## src/rtl/cfu_cmd_sequencer.sv

```systemverilog
// Host-side CFU initiator: queues (function_id, operand) jobs, issues them to
// the CFU one at a time and returns each response or a timeout error in order.
module cfu_cmd_sequencer #(
  parameter int DEPTH   = 8,
  parameter int FUNCT_W = 10,
  parameter int DATA_W  = 32,
  parameter int TIMEOUT = 1024
) (
  input  logic               clk,
  input  logic               reset,
  input  logic               job_valid,
  output logic               job_ready,
  input  logic [FUNCT_W-1:0] job_function_id,
  input  logic [DATA_W-1:0]  job_operand,
  output logic               cmd_valid,
  input  logic               cmd_ready,
  output logic [FUNCT_W-1:0] cmd_payload_function_id,
  output logic [DATA_W-1:0]  cmd_payload_inputs_0,
  input  logic               rsp_valid,
  output logic               rsp_ready,
  input  logic [DATA_W-1:0]  rsp_payload_outputs_0,
  output logic               res_valid,
  input  logic               res_ready,
  output logic [DATA_W-1:0]  res_data,
  output logic               res_error,
  output logic               busy,
  output logic [7:0]         stray_cnt
);

  localparam int AW = (DEPTH > 1) ? $clog2(DEPTH) : 1;
  localparam int CW = AW + 1;
  localparam int TW = (TIMEOUT > 1) ? $clog2(TIMEOUT) : 1;
  localparam int EW = FUNCT_W + DATA_W;
  localparam logic [CW-1:0] FULL_CNT = CW'(DEPTH);
  localparam logic [TW-1:0] TMO_LAST = TW'(TIMEOUT - 1);

  typedef enum logic [1:0] {
    ST_IDLE,
    ST_ISSUE,
    ST_WAIT_RSP,
    ST_HOLD
  } state_t;

  state_t              state_q, state_d;
  logic [AW-1:0]       wr_ptr_q, wr_ptr_d;
  logic [AW-1:0]       rd_ptr_q, rd_ptr_d;
  logic [CW-1:0]       count_q, count_d;
  logic                cmd_valid_q, cmd_valid_d;
  logic [FUNCT_W-1:0]  cmd_fid_q, cmd_fid_d;
  logic [DATA_W-1:0]   cmd_data_q, cmd_data_d;
  logic                res_valid_q, res_valid_d;
  logic [DATA_W-1:0]   res_data_q, res_data_d;
  logic                res_error_q, res_error_d;
  logic [TW-1:0]       tmo_q, tmo_d;
  logic [7:0]          stray_q, stray_d;

  logic                push;
  logic                pop;
  logic                rsp_fire;
  logic                stray_hit;
  logic [EW-1:0]       head;
  logic [EW-1:0]       mem_q [DEPTH];

  // Full is derived from the registered count, so a pop never frees a slot
  // for a push in the same cycle.
  assign job_ready = (count_q != FULL_CNT);
  assign push      = job_valid && job_ready;
  assign rsp_ready = (state_q != ST_HOLD);
  assign rsp_fire  = rsp_valid && rsp_ready;
  assign head      = mem_q[rd_ptr_q];

  assign cmd_valid               = cmd_valid_q;
  assign cmd_payload_function_id = cmd_fid_q;
  assign cmd_payload_inputs_0    = cmd_data_q;
  assign res_valid               = res_valid_q;
  assign res_data                = res_data_q;
  assign res_error               = res_error_q;
  assign stray_cnt               = stray_q;
  assign busy                    = (state_q != ST_IDLE) || (count_q != '0);

  always_ff @(posedge clk) begin
    if (push) begin
      mem_q[wr_ptr_q] <= {job_function_id, job_operand};
    end
  end

  always_comb begin
    wr_ptr_d = wr_ptr_q;
    rd_ptr_d = rd_ptr_q;
    count_d  = count_q;
    if (push) begin
      wr_ptr_d = wr_ptr_q + AW'(1);
    end
    if (pop) begin
      rd_ptr_d = rd_ptr_q + AW'(1);
    end
    case ({push, pop})
      2'b10:   count_d = count_q + CW'(1);
      2'b01:   count_d = count_q - CW'(1);
      default: count_d = count_q;
    endcase
  end

  always_comb begin
    state_d     = state_q;
    pop         = 1'b0;
    stray_hit   = 1'b0;
    cmd_valid_d = cmd_valid_q;
    cmd_fid_d   = cmd_fid_q;
    cmd_data_d  = cmd_data_q;
    res_valid_d = res_valid_q;
    res_data_d  = res_data_q;
    res_error_d = res_error_q;
    tmo_d       = tmo_q;

    case (state_q)
      ST_IDLE: begin
        stray_hit = rsp_fire;
        if (count_q != '0) begin
          pop         = 1'b1;
          cmd_valid_d = 1'b1;
          cmd_fid_d   = head[EW-1:DATA_W];
          cmd_data_d  = head[DATA_W-1:0];
          state_d     = ST_ISSUE;
        end
      end

      ST_ISSUE: begin
        if (cmd_ready) begin
          cmd_valid_d = 1'b0;
          tmo_d       = '0;
          // A CFU that answers combinationally completes in the accept cycle.
          if (rsp_valid) begin
            res_valid_d = 1'b1;
            res_data_d  = rsp_payload_outputs_0;
            res_error_d = 1'b0;
            state_d     = ST_HOLD;
          end else begin
            state_d     = ST_WAIT_RSP;
          end
        end else begin
          stray_hit = rsp_fire;
        end
      end

      ST_WAIT_RSP: begin
        if (rsp_fire) begin
          res_valid_d = 1'b1;
          res_data_d  = rsp_payload_outputs_0;
          res_error_d = 1'b0;
          state_d     = ST_HOLD;
        end else if (tmo_q == TMO_LAST) begin
          res_valid_d = 1'b1;
          res_data_d  = '0;
          res_error_d = 1'b1;
          state_d     = ST_HOLD;
        end else begin
          tmo_d = tmo_q + TW'(1);
        end
      end

      ST_HOLD: begin
        if (res_ready) begin
          res_valid_d = 1'b0;
          state_d     = ST_IDLE;
        end
      end

      default: state_d = ST_IDLE;
    endcase
  end

  always_comb begin
    stray_d = stray_q;
    if (stray_hit && (stray_q != 8'hFF)) begin
      stray_d = stray_q + 8'd1;
    end
  end

  always_ff @(posedge clk or posedge reset) begin
    if (reset) begin
      state_q     <= ST_IDLE;
      wr_ptr_q    <= '0;
      rd_ptr_q    <= '0;
      count_q     <= '0;
      cmd_valid_q <= 1'b0;
      cmd_fid_q   <= '0;
      cmd_data_q  <= '0;
      res_valid_q <= 1'b0;
      res_data_q  <= '0;
      res_error_q <= 1'b0;
      tmo_q       <= '0;
      stray_q     <= '0;
    end else begin
      state_q     <= state_d;
      wr_ptr_q    <= wr_ptr_d;
      rd_ptr_q    <= rd_ptr_d;
      count_q     <= count_d;
      cmd_valid_q <= cmd_valid_d;
      cmd_fid_q   <= cmd_fid_d;
      cmd_data_q  <= cmd_data_d;
      res_valid_q <= res_valid_d;
      res_data_q  <= res_data_d;
      res_error_q <= res_error_d;
      tmo_q       <= tmo_d;
      stray_q     <= stray_d;
    end
  end

endmodule

```

## config.mk

```make
export PLATFORM = sky130hd
export DESIGN_NAME = cfu_cmd_sequencer
export DESIGN_NICKNAME = d
export VERILOG_FILES = /design/src/rtl/cfu_cmd_sequencer.sv
export SDC_FILE = /design/constraint.sdc
export NUM_CORES = 1
export LEC_CHECK = 0
export BUFFER_PORTS_ARGS = -buffer_cell sky130_fd_sc_hd__buf_2
export CAP_MARGIN = 30
export CORE_ASPECT_RATIO = 1.25
export CORE_MARGIN = 2
export CORE_UTILIZATION = 45
export DETAILED_ROUTE_END_ITERATION = 8
export PLACE_DENSITY = 0.69
export SYNTH_ARGS = -nofsm -noshare
export SYNTH_HDL_FRONTEND = slang
export SYNTH_SLANG_ARGS = --single-unit
export TNS_END_PERCENT = 1
```

## constraint.sdc

```tcl
create_clock -name clk -period 5.1 [get_ports clk]
set_input_delay 0.51 -clock clk [delete_from_list [all_inputs] [get_ports clk]]
set_output_delay 0.51 -clock clk [all_outputs]
set_load 0.01 [all_outputs]
```

==> results.json, run 1 <==
{
  "status": "finished, final reports clean",
  "grt.overflow.total": 0,
  "hold-worst-slack_ps": 188,
  "cts_resized": 0,
  "finalNetCount": 1170,
  "rr_worst_depth": 10,
  "grt_pass1_wl_mm": 51.8,
  "synth_area_leader_cell": "edfxtp_1",
  "ant_nets": 0,
  "cts_max_level": 2,
  "synth_nets": 984,
  "clk-insertion-delay-late_ps": 560,
  "layout_min_cycle_time_ps": 3320,
  "drt_wl_total_mm": 33.4,
  "reg2reg_setup_slack_ps": 1780,
  "period_share_pct": 65.1,
  "synth-seq-area-share_pct": 74.7,
  "slowest_stage": "nand2b_4",
  "dp.cells": 1516,
  "clock_sinks": 443,
  "drtPass1Iterations": 4,
  "whs_path_depth": 2,
  "clk_pin_slew_ps": 60,
  "grt_max_degree": 88,
  "ios": 168,
  "core-area_um2": 37400,
  "holdCritPathClass": "in2reg",
  "path_max_fanout": 87,
  "wl_per_cell_um": 20.9,
  "timing.slew.headroom_pct": 36.4,
  "end_kind": "register",
  "fmax_mhz": 301,
  "port_buffers": 167,
  "final_common_cell": "edfxtp_1",
  "cts_setup_buffers": 0,
  "place_hpwl_mm": 19.7,
  "min-delay-start": "rsp_payload_outputs_0[30]",
  "track_usage_pct": 17.1,
  "cpMostUsedCell": "xor2_1",
  "clockRootBuffer": "clkbuf_16",
  "synth_top_area_share_pct": 59.1,
  "ys_warn_count": 0,
  "route.detailed.drc": 0,
  "ys_async_sr_fraction_pct": 24.2,
  "ys.flop_type": "edfxtp_1",
  "skew_ps": 15.7,
  "gp_congestion": 0.742,
  "fp.dieW_um": 178,
  "cp_num_buf_inv": 1,
  "finalPower_w": 0.0118,
  "path_cells": "nor4_1 -> nand2b_4 -> inv_1 -> ha_1 -> xor2_1 -> ha_1 -> a21oi_1 -> xor2_1 -> nor2_1 -> xor2_1",
  "stdcell_count": 1600,
  "final.setup.tns_ps": 0,
  "clockBufferDepth": 3,
  "path_class": "reg2reg",
  "cts_buffers": 44,
  "diodes": 0,
  "dieArea_um2": 39500,
  "die_h_um": 222,
  "syn2layout_area_growth_pct": 17.7,
  "hold_end": "res_data[30]$_DFFE_PP0P_",
  "postSynthCellCount": 892,
  "core.rowCount": 79,
  "initial_core_util_pct": 45.7,
  "cp.required_ps": 5520,
  "worst_ir_drop_vdd_uv": 325,
  "p_leak_nw": 7.41,
  "grt_pass1_vias": 8961,
  "crit_family": "simple AND/OR/NAND/NOR gates",
  "cts_tree": "built",
  "startpoint_type": "register",
  "mostFrequentLayoutCells": "edfxtp_1 (336), buf_2 (167), dfrtp_1 (104), mux4_2 (84), nand2_1 (60)",
  "rr_endpoint": "count_q[2]$_DFFE_PP0P_",
  "rr_startpoint": "count_q[1]$_DFFE_PP0P_",
  "setup_viol": 0,
  "slowest_delay_ps": 790,
  "layout-drive-gt1-share_pct": 32.8,
  "drt_iter0_markers": 639,
  "cp.arrival_ps": 3740,
  "synth_cell_types": 53,
  "design_area_um2": 20100,
  "worst_pin_slew_ps": 955,
  "final-hold-violation-count": 0,
  "vias": 8699,
  "netlist_area_um2": 17100,
  "slew_viol_final": 0,
  "placed_area_um2": 18500,
  "ys_ff_latch": 443,
  "rsz0062_at_grt": "no",
  "max-cap-violations": 0,
  "synth-edff-count": 336,
  "vias_per_cell": 5.44,
  "grt_antenna_before_repair": 7,
  "synth.avg_cell_area_um2": 19.1,
  "p_per_area_nw_per_um2": 587,
  "synth_area_leaders": "edfxtp_1 (59%), dfrtp_1 (16%), mux4_2 (11%), mux2i_1 (2.5%), a22o_1 (1.6%)"
}
-- how the worst max path moves through the flow --
stage | startpoint | to | depth (start not counted)
4_1_cts | count_q[1]$_DFFE_PP0P_ | count_q[2]$_DFFE_PP0P_ | 10
3_5_place_dp | count_q[0]$_DFFE_PP0P_ | count_q[2]$_DFFE_PP0P_ | 10
2_1_floorplan | count_q[1]$_DFFE_PP0P_ | mem_q[0][0]$_DFFE_PP_ | 5
3_3_place_gp | count_q[1]$_DFFE_PP0P_ | count_q[2]$_DFFE_PP0P_ | 10
6_report | count_q[1]$_DFFE_PP0P_ | count_q[2]$_DFFE_PP0P_ | 10
5_1_grt | count_q[1]$_DFFE_PP0P_ | count_q[2]$_DFFE_PP0P_ | 10
-- registers in the layout, indices dropped and copies added (netlist names), 3 cells and up --
signal / flops
rd_ptr_q: 3
mem_q: 336
cmd_payload_function_id: 10
res_data: 32
count_q: 4
wr_ptr_q: 3
tmo_q: 10
cmd_payload_inputs_0: 32
stray_cnt: 8
-- synth_stat cells (10+ instances only) --
cell,instances
o21ai_0,45
buf_2,17
mux2i_1,43
edfxtp_1,336
dfrtp_1,107
ha_1,12
mux4_2,84
a22o_1,32
buf_1,10
nand2_1,60
nor2_1,16
a21oi_1,14
-- report_power, final --
| part | switching (W) | total (W) | internal, W | leakage [nW] |
|---|---|---|---|---|
| Clock | 0.00134 | 0.00339 | 0.00205 | 0.748 |
| Combinational | 0.00166 | 0.00319 | 0.00153 | 2.29 |
| Sequential | 0.000528 | 0.00521 | 0.00468 | 4.38 |
| Total | 0.00353 | 0.0118 | 0.00826 | 7.41 |
-- metal layers --
metal / part of all wire (%) / vias up / GRT usage (%)
met5: 0.29 / - / 0
met4: 1.9 / 14 / 4.62
met3: 6.4 / 58 / 4.25
met2: 51 / 236 / 29.6
met1: 40 / 4461 / 21.5
li1: - / 3930 / -
-- worst reg2reg max path, cell delays in order (launching register included) --
cell and delay [ps]:
dfrtp_1 460, nor4_1 470, nand2b_4 790, inv_1 270
ha_1 320, xor2_1 160, ha_1 190, a21oi_1 160
xor2_1 160, nor2_1 70, xor2_1 140
-- timing repair --
item | in CTS | in global routing
hold buffers | 0 | 1
setup endpoints to repair | 0 | 0
endpoints found under the hold margin | 0 | 12
-- layout make-up --
class | instances | area [um2]
fill | 2924 | 17300
sequential | 443 | 12800
multi-input combinational | 396 | 4110
clock buffer | 57 | 1220
timing repair buffer | 184 | 1030
tap | 486 | 608
clock inverter | 25 | 322
inverter | 9 | 36.3
-- cell families after synthesis --
logic type                 synth area share (%)
and+or+nand+nor                            3.55
xor gates and xnor gates                  0.769
AOI/OAI and AO/OA                          4.57
muxes                                      13.9
buffers and inverters                      1.56
adders and majority gates                 0.879
DFF                                        74.7
-- stage by stage --
stage | setup slack [ps] | util, %
4_1_cts | 1710 | 53.7
3_3_place_gp | 1940 | 49.5
2_1_floorplan | 627 | -
3_5_place_dp | 1720 | 49.6
6_report | 1780 | 53.8
5_1_grt | 1470 | 53.8
Power figures use the tool's default switching activity.
==> inputs of run 2 (changes only) <==
- clock period: 5.1 -> 3.23 ns (I/O delays scaled with it)
==> run 2 against run 1 <==
Against the previous run: sequential power grew 58%; die area stayed put; register-to-register slack got worse by 1300 ps; final area is 1.2% higher; global-route usage grew 0.55 points; maximum frequency grew 20%; via count is 1.9% higher; critical path depth fell by 5; clock skew rose by 1.6 ps; largest cell class unchanged.
==> results.json, run 2 (synthesis gave the netlist of run 1 again) <==
{
  "final.setup.tns_ps": 0,
  "path_max_fanout": 31,
  "dieArea_um2": 39500,
  "syn2layout_area_growth_pct": 19.2,
  "grt_pass1_wl_mm": 53.5,
  "setup_ws_ps": 473,
  "drtPass1Iterations": 4,
  "ios": 168,
  "rsz0062_at_grt": "no",
  "wl_per_cell_um": 20.9,
  "core.rowCount": 79,
  "layout_min_cycle_time_ps": 2760,
  "cp.required_ps": 3410,
  "fmax_mhz": 363,
  "clk-insertion-delay-late_ps": 560,
  "grt_antenna_before_repair": 6,
  "clockBufferDepth": 3,
  "place_hpwl_mm": 20.5,
  "grt.overflow.total": 0,
  "clk_pin_slew_ps": 60,
  "route.detailed.drc": 0,
  "cts_buffers": 43,
  "worst_pin_slew_ps": 887,
  "track_usage_pct": 17.7,
  "largest_reg_flops": 336,
  "clock_sinks": 443,
  "end_kind": "register",
  "finalPower_w": 0.0185,
  "regMostFlops": "mem_q",
  "grt_max_degree": 108,
  "timing.slew.headroom_pct": 40.4,
  "clockRootBuffer": "clkbuf_16",
  "slew_viol_final": 0,
  "holdCritPathClass": "in2reg",
  "cts_max_level": 2,
  "mostFrequentLayoutCells": "edfxtp_1 (336), buf_2 (167), dfrtp_1 (104), mux4_2 (84), nand2_1 (60)",
  "finalNetCount": 1203,
  "final-hold-violation-count": 0,
  "dp_slack_ps": 476,
  "status": "finished, final reports clean",
  "path_class": "reg2reg",
  "fp.dieW_um": 178,
  "stdcell_count": 1634,
  "cp.arrival_ps": 2940,
  "setup_viol": 0,
  "worst_ir_drop_vdd_uv": 631,
  "drt_iter0_markers": 478,
  "port_buffers": 167,
  "p_per_area_nw_per_um2": 910,
  "die_h_um": 222,
  "core-area_um2": 37400,
  "cts_tree": "built",
  "drt_wl_total_mm": 34.2,
  "vias": 8861,
  "max-cap-violations": 0,
  "p_leak_nw": 7.51,
  "path_cells": "or4b_2 -> nand2_1 -> or2_2 -> nor3_4 -> buf_4",
  "layout-drive-gt1-share_pct": 31.1,
  "grt_pass1_vias": 9431,
  "hold-worst-slack_ps": 24.0,
  "gp_congestion": 0.732,
  "ant_nets": 0,
  "period_share_pct": 85.4,
  "dp.cells": 1521,
  "slowest_stage": "nor3_4",
  "skew_ps": 17.3,
  "final_common_cell": "edfxtp_1",
  "startpoint_type": "register",
  "initial_core_util_pct": 45.7,
  "vias_per_cell": 5.42,
  "slowest_delay_ps": 600,
  "cts_resized": 0
}
run 2: layout make-up:
type | instances | area [um2]
Inverter | 9 | 36.3
Sequential cell | 443 | 12800
Tap cell | 486 | 608
Multi-Input combinational cell | 396 | 4120
Clock inverter | 22 | 289
Fill cell | 2893 | 17000
Antenna cell | 3 | 7.51
Clock buffer | 57 | 1160
Timing Repair Buffer | 218 | 1360
run 2: where the power goes:
group          switching (W)  internal [W]
clock                0.00208       0.00302
combinational        0.00273       0.00248
sequential          0.000812       0.00740
run 2: through the flow:
step	utilization, %	instance area [um2]
final	54.5	20400
after global routing	54.5	20300
after CTS	54.5	20300
after detailed placement	49.7	18600
after global placement	49.7	18600
after floorplan	-	17100
run 2: layer usage:
metal,vias up,global-route usage (%),wire length (um)
li1,4008,-,-
met1,4556,21.0,13400
met2,233,32.1,18100
met3,60,3.60,1740
met4,4,5.48,882
met5,-,0,23
run 2: final timing paths:
check                                                      from                              endpoint  slack (ps)  cells past startpoint
min in group asynchronous                                 reset               res_data[6]$_DFFE_PP0P_         500                      4
setup reg to reg                         count_q[1]$_DFFE_PP0P_                mem_q[0][14]$_DFFE_PP_         470                      5
max in group asynchronous                                 reset               rd_ptr_q[1]$_DFFE_PP0P_        2270                      4
hold / removal                        rsp_payload_outputs_0[16]              res_data[16]$_DFFE_PP0P_          20                      2
setup / recovery                         count_q[1]$_DFFE_PP0P_                mem_q[0][14]$_DFFE_PP_         470                      5
hold reg to reg            cmd_payload_inputs_0[28]$_DFFE_PP0P_  cmd_payload_inputs_0[28]$_DFFE_PP0P_         470                      2
run 2: repair_timing:
item | 4_1_cts | 5_1_grt
endpoints found under the hold margin | 137 | 0
buffers inserted | 0 | 0
hold buffers | 31 | 0
run 2: worst max-delay path, delay by kind of cell (launching register included):
family,cells,cell delay [ps]
AND/OR/NAND/NOR,4,1350
buffers and inverters,1,570
flip-flops,1,460
